===== src/rtl/capture_if.sv =====
// Pixel stream from the OV7670 receiver and the linear write port into the frame BRAM.
interface capture_if #(
    parameter int PXL_WIDTH  = 16,
    parameter int ADDR_WIDTH = 17
);
    logic                  i_vs;
    logic                  i_pixel_valid;
    logic [PXL_WIDTH-1:0]  i_pixel_data;
    logic                  o_wr_en;
    logic [ADDR_WIDTH-1:0] o_wr_addr;
    logic [PXL_WIDTH-1:0]  o_wr_data;

    modport master (
        output i_vs, i_pixel_valid, i_pixel_data,
        input  o_wr_en, o_wr_addr, o_wr_data
    );

    modport slave (
        input  i_vs, i_pixel_valid, i_pixel_data,
        output o_wr_en, o_wr_addr, o_wr_data
    );
endinterface


===== src/rtl/capture_ctrl.sv =====
// OV7670 frame capture sequencer with a ping-pong frame buffer that swaps only
// at a display frame start and only after a complete, correctly sized frame.
module capture_ctrl #(
    parameter int H_WIDTH    = 320,
    parameter int V_WIDTH    = 240,
    parameter int PXL_WIDTH  = 16,
    parameter int ADDR_WIDTH = $clog2(H_WIDTH*V_WIDTH),
    parameter int FCNT_WIDTH = 16
) (
    input  logic                  i_clk,
    input  logic                  i_reset,
    input  logic                  i_start_capture,
    input  logic                  i_continuous,
    input  logic                  i_stop,
    input  logic                  i_disp_frame_start,
    capture_if.slave              bus,
    output logic                  o_wr_bank,
    output logic                  o_rd_bank,
    output logic                  o_frame_done,
    output logic                  o_frame_err,
    output logic [FCNT_WIDTH-1:0] o_frame_count,
    output logic [4:0]            o_state
);
    localparam int TOTAL_I = H_WIDTH * V_WIDTH;
    localparam int CNT_W   = $clog2(TOTAL_I + 2);
    localparam logic [CNT_W-1:0] TOTAL    = CNT_W'(TOTAL_I);
    localparam logic [CNT_W-1:0] TOTAL_P1 = CNT_W'(TOTAL_I + 1);

    typedef enum logic [4:0] {
        ST_IDLE    = 5'b00001,
        ST_ARM     = 5'b00010,
        ST_WAIT_VF = 5'b00100,
        ST_CAPTURE = 5'b01000,
        ST_DONE    = 5'b10000
    } state_t;

    state_t                  r_state;
    logic                    r_vs_d;
    logic                    r_pending;
    logic [CNT_W-1:0]        r_pix_cnt;
    logic                    r_wr_en;
    logic [ADDR_WIDTH-1:0]   r_wr_addr;
    logic [PXL_WIDTH-1:0]    r_wr_data;
    logic                    r_wr_bank;
    logic                    r_rd_bank;
    logic                    r_frame_done;
    logic                    r_frame_err;
    logic [FCNT_WIDTH-1:0]   r_frame_count;

    logic                    w_vs_rise;
    logic                    w_vs_fall;
    logic [CNT_W-1:0]        w_cnt_inc;

    assign w_vs_rise = bus.i_vs & ~r_vs_d;
    assign w_vs_fall = ~bus.i_vs & r_vs_d;

    // Pixel count including this cycle's strobe, saturating one past a full frame.
    always_comb begin
        w_cnt_inc = r_pix_cnt;
        if (bus.i_pixel_valid && (r_pix_cnt != TOTAL_P1)) begin
            w_cnt_inc = r_pix_cnt + CNT_W'(1);
        end else begin
            w_cnt_inc = r_pix_cnt;
        end
    end

    // Capture FSM, bank swap and all registered outputs.
    always_ff @(posedge i_clk) begin
        if (i_reset) begin
            r_state       <= ST_IDLE;
            r_vs_d        <= 1'b0;
            r_pending     <= 1'b0;
            r_pix_cnt     <= '0;
            r_wr_en       <= 1'b0;
            r_wr_addr     <= '0;
            r_wr_data     <= '0;
            r_wr_bank     <= 1'b0;
            r_rd_bank     <= 1'b1;
            r_frame_done  <= 1'b0;
            r_frame_err   <= 1'b0;
            r_frame_count <= '0;
        end else begin
            r_vs_d       <= bus.i_vs;
            r_wr_en      <= 1'b0;
            r_frame_done <= 1'b0;
            r_frame_err  <= 1'b0;
            if (i_stop) begin
                r_state <= ST_IDLE;
            end else begin
                // pending is sampled registered, so a frame finishing this cycle swaps at the next disp pulse
                if (i_disp_frame_start && r_pending) begin
                    r_rd_bank <= r_wr_bank;
                    r_wr_bank <= ~r_wr_bank;
                    r_pending <= 1'b0;
                end
                case (r_state)
                    ST_IDLE: begin
                        if (i_start_capture || i_continuous) r_state <= ST_ARM;
                    end
                    ST_ARM: begin
                        if (w_vs_rise) r_state <= ST_WAIT_VF;
                    end
                    ST_WAIT_VF: begin
                        if (w_vs_fall) begin
                            r_state   <= ST_CAPTURE;
                            r_pix_cnt <= '0;
                        end
                    end
                    ST_CAPTURE: begin
                        if (bus.i_pixel_valid && (r_pix_cnt < TOTAL)) begin
                            r_wr_en   <= 1'b1;
                            r_wr_addr <= r_pix_cnt[ADDR_WIDTH-1:0];
                            r_wr_data <= bus.i_pixel_data;
                        end
                        r_pix_cnt <= w_cnt_inc;
                        if (w_vs_rise) begin
                            if (w_cnt_inc == TOTAL) begin
                                r_frame_done  <= 1'b1;
                                r_frame_count <= r_frame_count + FCNT_WIDTH'(1);
                                r_pending     <= 1'b1;
                                r_state       <= ST_DONE;
                            end else begin
                                r_frame_err <= 1'b1;
                                r_state     <= ST_WAIT_VF;
                            end
                        end
                    end
                    ST_DONE: begin
                        if (!r_pending) r_state <= i_continuous ? ST_ARM : ST_IDLE;
                    end
                    default: r_state <= ST_IDLE;
                endcase
            end
        end
    end

    assign bus.o_wr_en   = r_wr_en;
    assign bus.o_wr_addr = r_wr_addr;
    assign bus.o_wr_data = r_wr_data;
    assign o_wr_bank     = r_wr_bank;
    assign o_rd_bank     = r_rd_bank;
    assign o_frame_done  = r_frame_done;
    assign o_frame_err   = r_frame_err;
    assign o_frame_count = r_frame_count;
    assign o_state       = r_state;
endmodule


===== src/flat_wrapper.sv =====
// flat-port wrapper written by rule: the top's interface ports become plain ports
module capture_ctrl_flat 
#(
    parameter int H_WIDTH    = 320,
    parameter int V_WIDTH    = 240,
    parameter int PXL_WIDTH  = 16,
    parameter int ADDR_WIDTH = $clog2(H_WIDTH*V_WIDTH),
    parameter int FCNT_WIDTH = 16
)
  (i_clk, i_reset, i_start_capture, i_continuous, i_stop, i_disp_frame_start, o_wr_bank, o_rd_bank, o_frame_done, o_frame_err, o_frame_count, o_state, bus_i_vs, bus_i_pixel_valid, bus_i_pixel_data, bus_o_wr_en, bus_o_wr_addr, bus_o_wr_data);
  capture_if #(.PXL_WIDTH(PXL_WIDTH), .ADDR_WIDTH(ADDR_WIDTH)) bus_i ();
  input  logic i_clk;
  input  logic i_reset;
  input  logic i_start_capture;
  input  logic i_continuous;
  input  logic i_stop;
  input  logic i_disp_frame_start;
  output logic o_wr_bank;
  output logic o_rd_bank;
  output logic o_frame_done;
  output logic o_frame_err;
  output logic [FCNT_WIDTH-1:0] o_frame_count;
  output logic [4:0] o_state;
  input wire logic [$bits(bus_i.i_vs)-1:0] bus_i_vs;
  input wire logic [$bits(bus_i.i_pixel_valid)-1:0] bus_i_pixel_valid;
  input wire logic [$bits(bus_i.i_pixel_data)-1:0] bus_i_pixel_data;
  output wire logic [$bits(bus_i.o_wr_en)-1:0] bus_o_wr_en;
  output wire logic [$bits(bus_i.o_wr_addr)-1:0] bus_o_wr_addr;
  output wire logic [$bits(bus_i.o_wr_data)-1:0] bus_o_wr_data;
  assign bus_i.i_vs = bus_i_vs;
  assign bus_i.i_pixel_valid = bus_i_pixel_valid;
  assign bus_i.i_pixel_data = bus_i_pixel_data;
  assign bus_o_wr_en = bus_i.o_wr_en;
  assign bus_o_wr_addr = bus_i.o_wr_addr;
  assign bus_o_wr_data = bus_i.o_wr_data;
  capture_ctrl #(.H_WIDTH(H_WIDTH), .V_WIDTH(V_WIDTH), .PXL_WIDTH(PXL_WIDTH), .ADDR_WIDTH(ADDR_WIDTH), .FCNT_WIDTH(FCNT_WIDTH)) u_core (.i_clk(i_clk), .i_reset(i_reset), .i_start_capture(i_start_capture), .i_continuous(i_continuous), .i_stop(i_stop), .i_disp_frame_start(i_disp_frame_start), .bus(bus_i), .o_wr_bank(o_wr_bank), .o_rd_bank(o_rd_bank), .o_frame_done(o_frame_done), .o_frame_err(o_frame_err), .o_frame_count(o_frame_count), .o_state(o_state));
endmodule

===== config.mk =====
export PLATFORM = sky130hd
export DESIGN_NAME = capture_ctrl_flat
export DESIGN_NICKNAME = d
export VERILOG_FILES = /design/src/rtl/capture_if.sv /design/src/rtl/capture_ctrl.sv /design/src/flat_wrapper.sv
export SDC_FILE = /design/constraint.sdc
export NUM_CORES = 1
export LEC_CHECK = 0
export ABC_AREA = 1
export BUFFER_PORTS_ARGS = -buffer_cell sky130_fd_sc_hd__buf_2
export CAP_MARGIN = 20
export CORE_MARGIN = 2
export CORE_UTILIZATION = 50
export CTS_CLUSTER_DIAMETER = 150
export CTS_CLUSTER_SIZE = 8
export DETAILED_ROUTE_END_ITERATION = 10
export PLACE_DENSITY = 0.74
export SLEW_MARGIN = 20
export SYNTH_ARGS = -nofsm -noshare
export SYNTH_HDL_FRONTEND = slang
export SYNTH_SLANG_ARGS = --single-unit
export TNS_END_PERCENT = 20

===== constraint.sdc =====
create_clock -name i_clk -period 3.5 [get_ports i_clk]
set_input_delay 0.525 -clock i_clk [delete_from_list [all_inputs] [get_ports i_clk]]
set_output_delay 0.525 -clock i_clk [all_outputs]
set_load 0.05 [all_outputs]

==> metrics.sh <==
CRITICAL_PATH.REG2REG.ENDPOINT='u_core.o_frame_count[6]'
WP_DATA_REQUIRED_NS=3.80
REG2REG_DEPTH=17
CTSHTREEMAXLEVEL=3
START_UTIL=0.511
DRTANTENNAVIOLNETS=0
SYNTH_COMMONEST_CELLS='140 x sky130_fd_sc_hd__nand2_1, 99 x sky130_fd_sc_hd__inv_1, 78 x sky130_fd_sc_hd__dfxtp_1'
MINIMUM_CLOCK_PERIOD_NS=2.60
SYNTH_CELL_TYPES=33
SYN_TO_FINAL_GROWTH_PCT=16.8
SUM_OF_NEGATIVE_SETUP_SLACK_NS=0
MAX_SLEW_MARGIN=0.538
SYN_INST=639
GLOBAL_ROUTE_WIRE_LENGTH_BEFORE_REPAIR_UM=16700
WORST_SETUP_PATH_END_KIND='register'
SYNTHXORXNORAREAFRAC=0.0168
AVGSYNTHCELLAREA_UM2=6.54
YS_ASYNC_SR_FRACTION=0
POST-DP-HPWL_UM=7560
GRT_PASS1_VIAS=3764
GLOBALROUTETOTALUTIL=0.229
ROUTABILITYCONGESTION=0.967
SIMPLE_GATE_AREA_SHARE_OF_THE_YOSYS_NETLIST=0.331
R2R-START='u_core.r_pix_cnt[1]'
MAX_STAGE_DELAY_NS=0.45
STARTPOINT_TYPE_OF_THE_WORST_SETUP_PATH='register'
GRT_START_MAX_NET_PINS=43
IO_BUFFER_COUNT=82
CELL_WITH_THE_MOST_INSTANCES_AFTER_SYNTHESIS='sky130_fd_sc_hd__nand2_1'
FIN_HOLD_WS_NS=0.398
POSTLAYOUTCOREUTIL=0.598
POSTROUTEWIRELENGTH_UM=10200
POST_SYNTH_MUX_AREA_SHARE=0
SYNTH-MAIN-FF-CELL='sky130_fd_sc_hd__dfxtp_1'
FMAXACHIEVABLE_GHz=0.385
ROUTED_VIA_DENSITY=5.11
SYNTH_COMPOUND_AREA_FRAC=0.145
TIGHTEST_SLEW_NS=0.691
YS_TOP_CELLS_BY_AREA='sky130_fd_sc_hd__dfxtp_1 37%, sky130_fd_sc_hd__nand2_1 13%, sky130_fd_sc_hd__inv_1 8.9%, sky130_fd_sc_hd__a21oi_1 7.8%, sky130_fd_sc_hd__nor2_1 5.8%'
POST_SYNTH_FA_HA_MAJ_AREA_FRACTION=0.00898
DIE_OUTLINE_HEIGHT_UM=95.5
CTS_TREE='done'
CLKSINKCOUNT=78
CLKSLEWWORSTSETUPHOLDPATHS_NS=0.09
WORST_MIN_DELAY_PATH_CLASS='in2reg'
TIMING.REG2REG.SETUP_SLACK_NS=0.90
DETAILED_ROUTE_VIA_COUNT=4191
DRTITER0DRC=211
CTS_POST_SETUP_BUFFERS_INSERTED=0
YS_SEQ_AREA_FRAC=0.373
DESIGN.DIE.AREA_UM2=9110
PATH_MAX_FANOUT=14
HOLDBUFCOUNTCTS=0
CP.ARRIVAL_NS=2.90
CLKLATENCYLATEPIN_NS=0.36
OVERFLOW=0
WORSTPATHCELLLIST='inv_1 > ha_1 > nand2_1 > inv_1 > nand2_1 > nor2_1 > nand2_1 > nand2_1 > nand2_1 > nand3_1 > nor2_2 > nand3_2 > nor2_4 > nand2_4 > o21ai_0 > nand2_1 > nor2_1'
FINISH.NET_COUNT=737
SYNTH_TOP_FAMILY_BY_AREA='simple AND/OR/NAND/NOR gates'
P_SEQ_FRAC=0.509
DESIGN_AREA_UM2=4890
FINALCRITPERIODSHARE=0.742
SYNTHESIZED_NETLIST_NET_COUNT=666
CORE_UM2=8180
OUTCOME='finished, final reports clean'
LAYOUT_SETUP_WS_NS=0.902
SWITCHING_SHARE=0.243
DRT_DRC_VIOLATIONS_LEFT=0
SYNTH_ENABLE_FLOP_CELLS=0
DR_WL_CELL_UM=12.4
COMBPWRFRAC=0.048
DETAILEDROUTE.FIRSTPASSITERATIONCOUNT=5
FLOORPLAN.ROWS=33
CTS_RESIZED=0
ROOT_BUFFER='sky130_fd_sc_hd__clkbuf_8'
PLACED_AREA_UM2=4640
YOSYSTOPAREACELL='sky130_fd_sc_hd__dfxtp_1'
DIE_W_UM=95.5
POWER.INTERNAL_mW=1.33
SETUP_VIOL=0
FILLERS=776
SKEW_NS=0.0137
TIMING.FINAL.HOLD_VIOLATIONS=0
P_LEAK_nW=2.07
CRITICAL-PATH-SLOWEST-CELL='sky130_fd_sc_hd__dfxtp_1'
DRIVE_ABOVE_1_SHARE=0.187
CELLPOWERDENSITY_nW_PER_UM2=359
PATH_COMMON_CELL='sky130_fd_sc_hd__nand2_1'
IOPINCOUNT=83
CLOCK_POWER_SHARE=0.443
ANTENNA_CELLS=0
CTS-ROOT-TO-SINK-BUFFERS=2
TOTAL_SWITCHING_POWER_mW=0.427
ANTENNA_FOUND_INITIAL=0
MAXCAPVIOLCOUNT=0
YOSYSWARNINGCOUNT=0
SYNTHDOMINANTCELLAREASHARE=0.373
FINALMAXSLEWVIOLATIONS=0
TIMING.SETUP.CRITICAL_PATH_CLASS='reg2reg'
POWER.IR.VDD_WORST_mV=0.193
PRECTSSETUPSLACK_NS=0.901
CRIT_PATH_END='u_core.o_frame_count[6]'
SYNTH_SEQ_CELLS=78
CRIT_PATH_START='u_core.r_pix_cnt[1]'
SETUP_REPAIR_AFTER_GLOBAL_ROUTING_MISSED_ITS_MARGIN='no'
CTS_MADE_BUFFERS=9
NETLIST_AREA_UM2=4180
[final cells by class]
| class | count | area, µm² | share of cell area |
|---|---|---|---|
| clock buffer | 9 | 124 | 0.0254 |
| clock inverter | 7 | 105 | 0.0215 |
| inverter | 105 | 394 | 0.0807 |
| multi-input combinational | 431 | 2110 | 0.432 |
| sequential | 78 | 1560 | 0.320 |
| tap | 105 | 131 | 0.0269 |
| timing repair buffer | 85 | 460 | 0.0942 |
[routing by layer]
layer | vias to the layer above | wire, µm | share of wire | GRT usage
met5 | - | 0 | 0 | 0
met4 | 0 | 110 | 0.011 | 0.0821
met3 | 10 | 650 | 0.064 | 0.0395
met2 | 122 | 4600 | 0.45 | 0.383
met1 | 1874 | 4790 | 0.47 | 0.298
li1 | 2185 | - | - | -
[worst max-delay path, delay by kind of cell (launching register included)]
| kind | cells | cell delay [ns] |
|---|---|---|
| AOI/OAI and AO/OA | 1 | 0.20 |
| adders and majority gates | 1 | 0.18 |
| buffers and inverters | 2 | 0.12 |
| DFF | 1 | 0.45 |
| and+or+nand+nor | 13 | 1.58 |
[placed cells by master (no fill, tap or decap), drive strengths merged]
cell type,Yosys,final
clkbuf,13,9
bufinv,0,2
clkinvlp,0,1
o21ai,47,47
inv,103,106
a311oi,1,1
xor2,8,8
dfxtp,78,78
nand4,19,19
a21oi,65,65
nand3b,2,2
nor3,16,16
o21bai,2,2
nand3,39,39
buf,12,85
a211oi,1,1
nor2,74,74
nor4,5,5
clkinv,2,3
ha,3,3
or2,2,2
nand2,147,147
[worst min path at each step]
stage / from / to / slack, ns / cells past startpoint
2_1_floorplan: u_core.r_pending / u_core.r_pending / 0.47 / 2
3_3_place_gp: u_core.bus.o_wr_addr[9] / u_core.bus.o_wr_addr[9] / 0.43 / 2
3_5_place_dp: u_core.bus.o_wr_addr[4] / u_core.bus.o_wr_addr[4] / 0.43 / 2
4_1_cts: bus_i_vs / u_core.r_vs_d / 0.39 / 3
5_1_grt: bus_i_vs / u_core.r_vs_d / 0.42 / 3
6_report: bus_i_vs / u_core.r_vs_d / 0.40 / 3
[stage by stage]
stage	std cells	total power [mW]
2_1_floorplan	639	0.970
3_3_place_gp	802	0.994
3_5_place_dp	803	0.996
4_1_cts	819	1.77
5_1_grt	820	1.81
6_report	820	1.76
[power groups by stage]
stage	logic [mW]	registers (mW)	clock network, mW
2_1_floorplan	0.0441	0.926	0
3_3_place_gp	0.0796	0.914	0
3_5_place_dp	0.0817	0.914	0
4_1_cts	0.0822	0.893	0.793
5_1_grt	0.0938	0.894	0.823
6_report	0.0842	0.893	0.779
[kinds of logic after synthesis]
group | Yosys count
simple gates | 304
buf+inv | 130
compound gates | 116
flops | 78
xor+xnor | 8
fa+ha+maj | 3
[flip-flops by register name, indices dropped and copies added, names as in the netlist, 5 cells and up]
| name | cells |
|---|---|
| u_core.bus.o_wr_addr | 17 |
| u_core.bus.o_wr_data | 16 |
| u_core.o_frame_count | 16 |
| u_core.o_state | 5 |
| u_core.r_pix_cnt | 17 |
No activity file was read; power rests on OpenSTA's default activity.
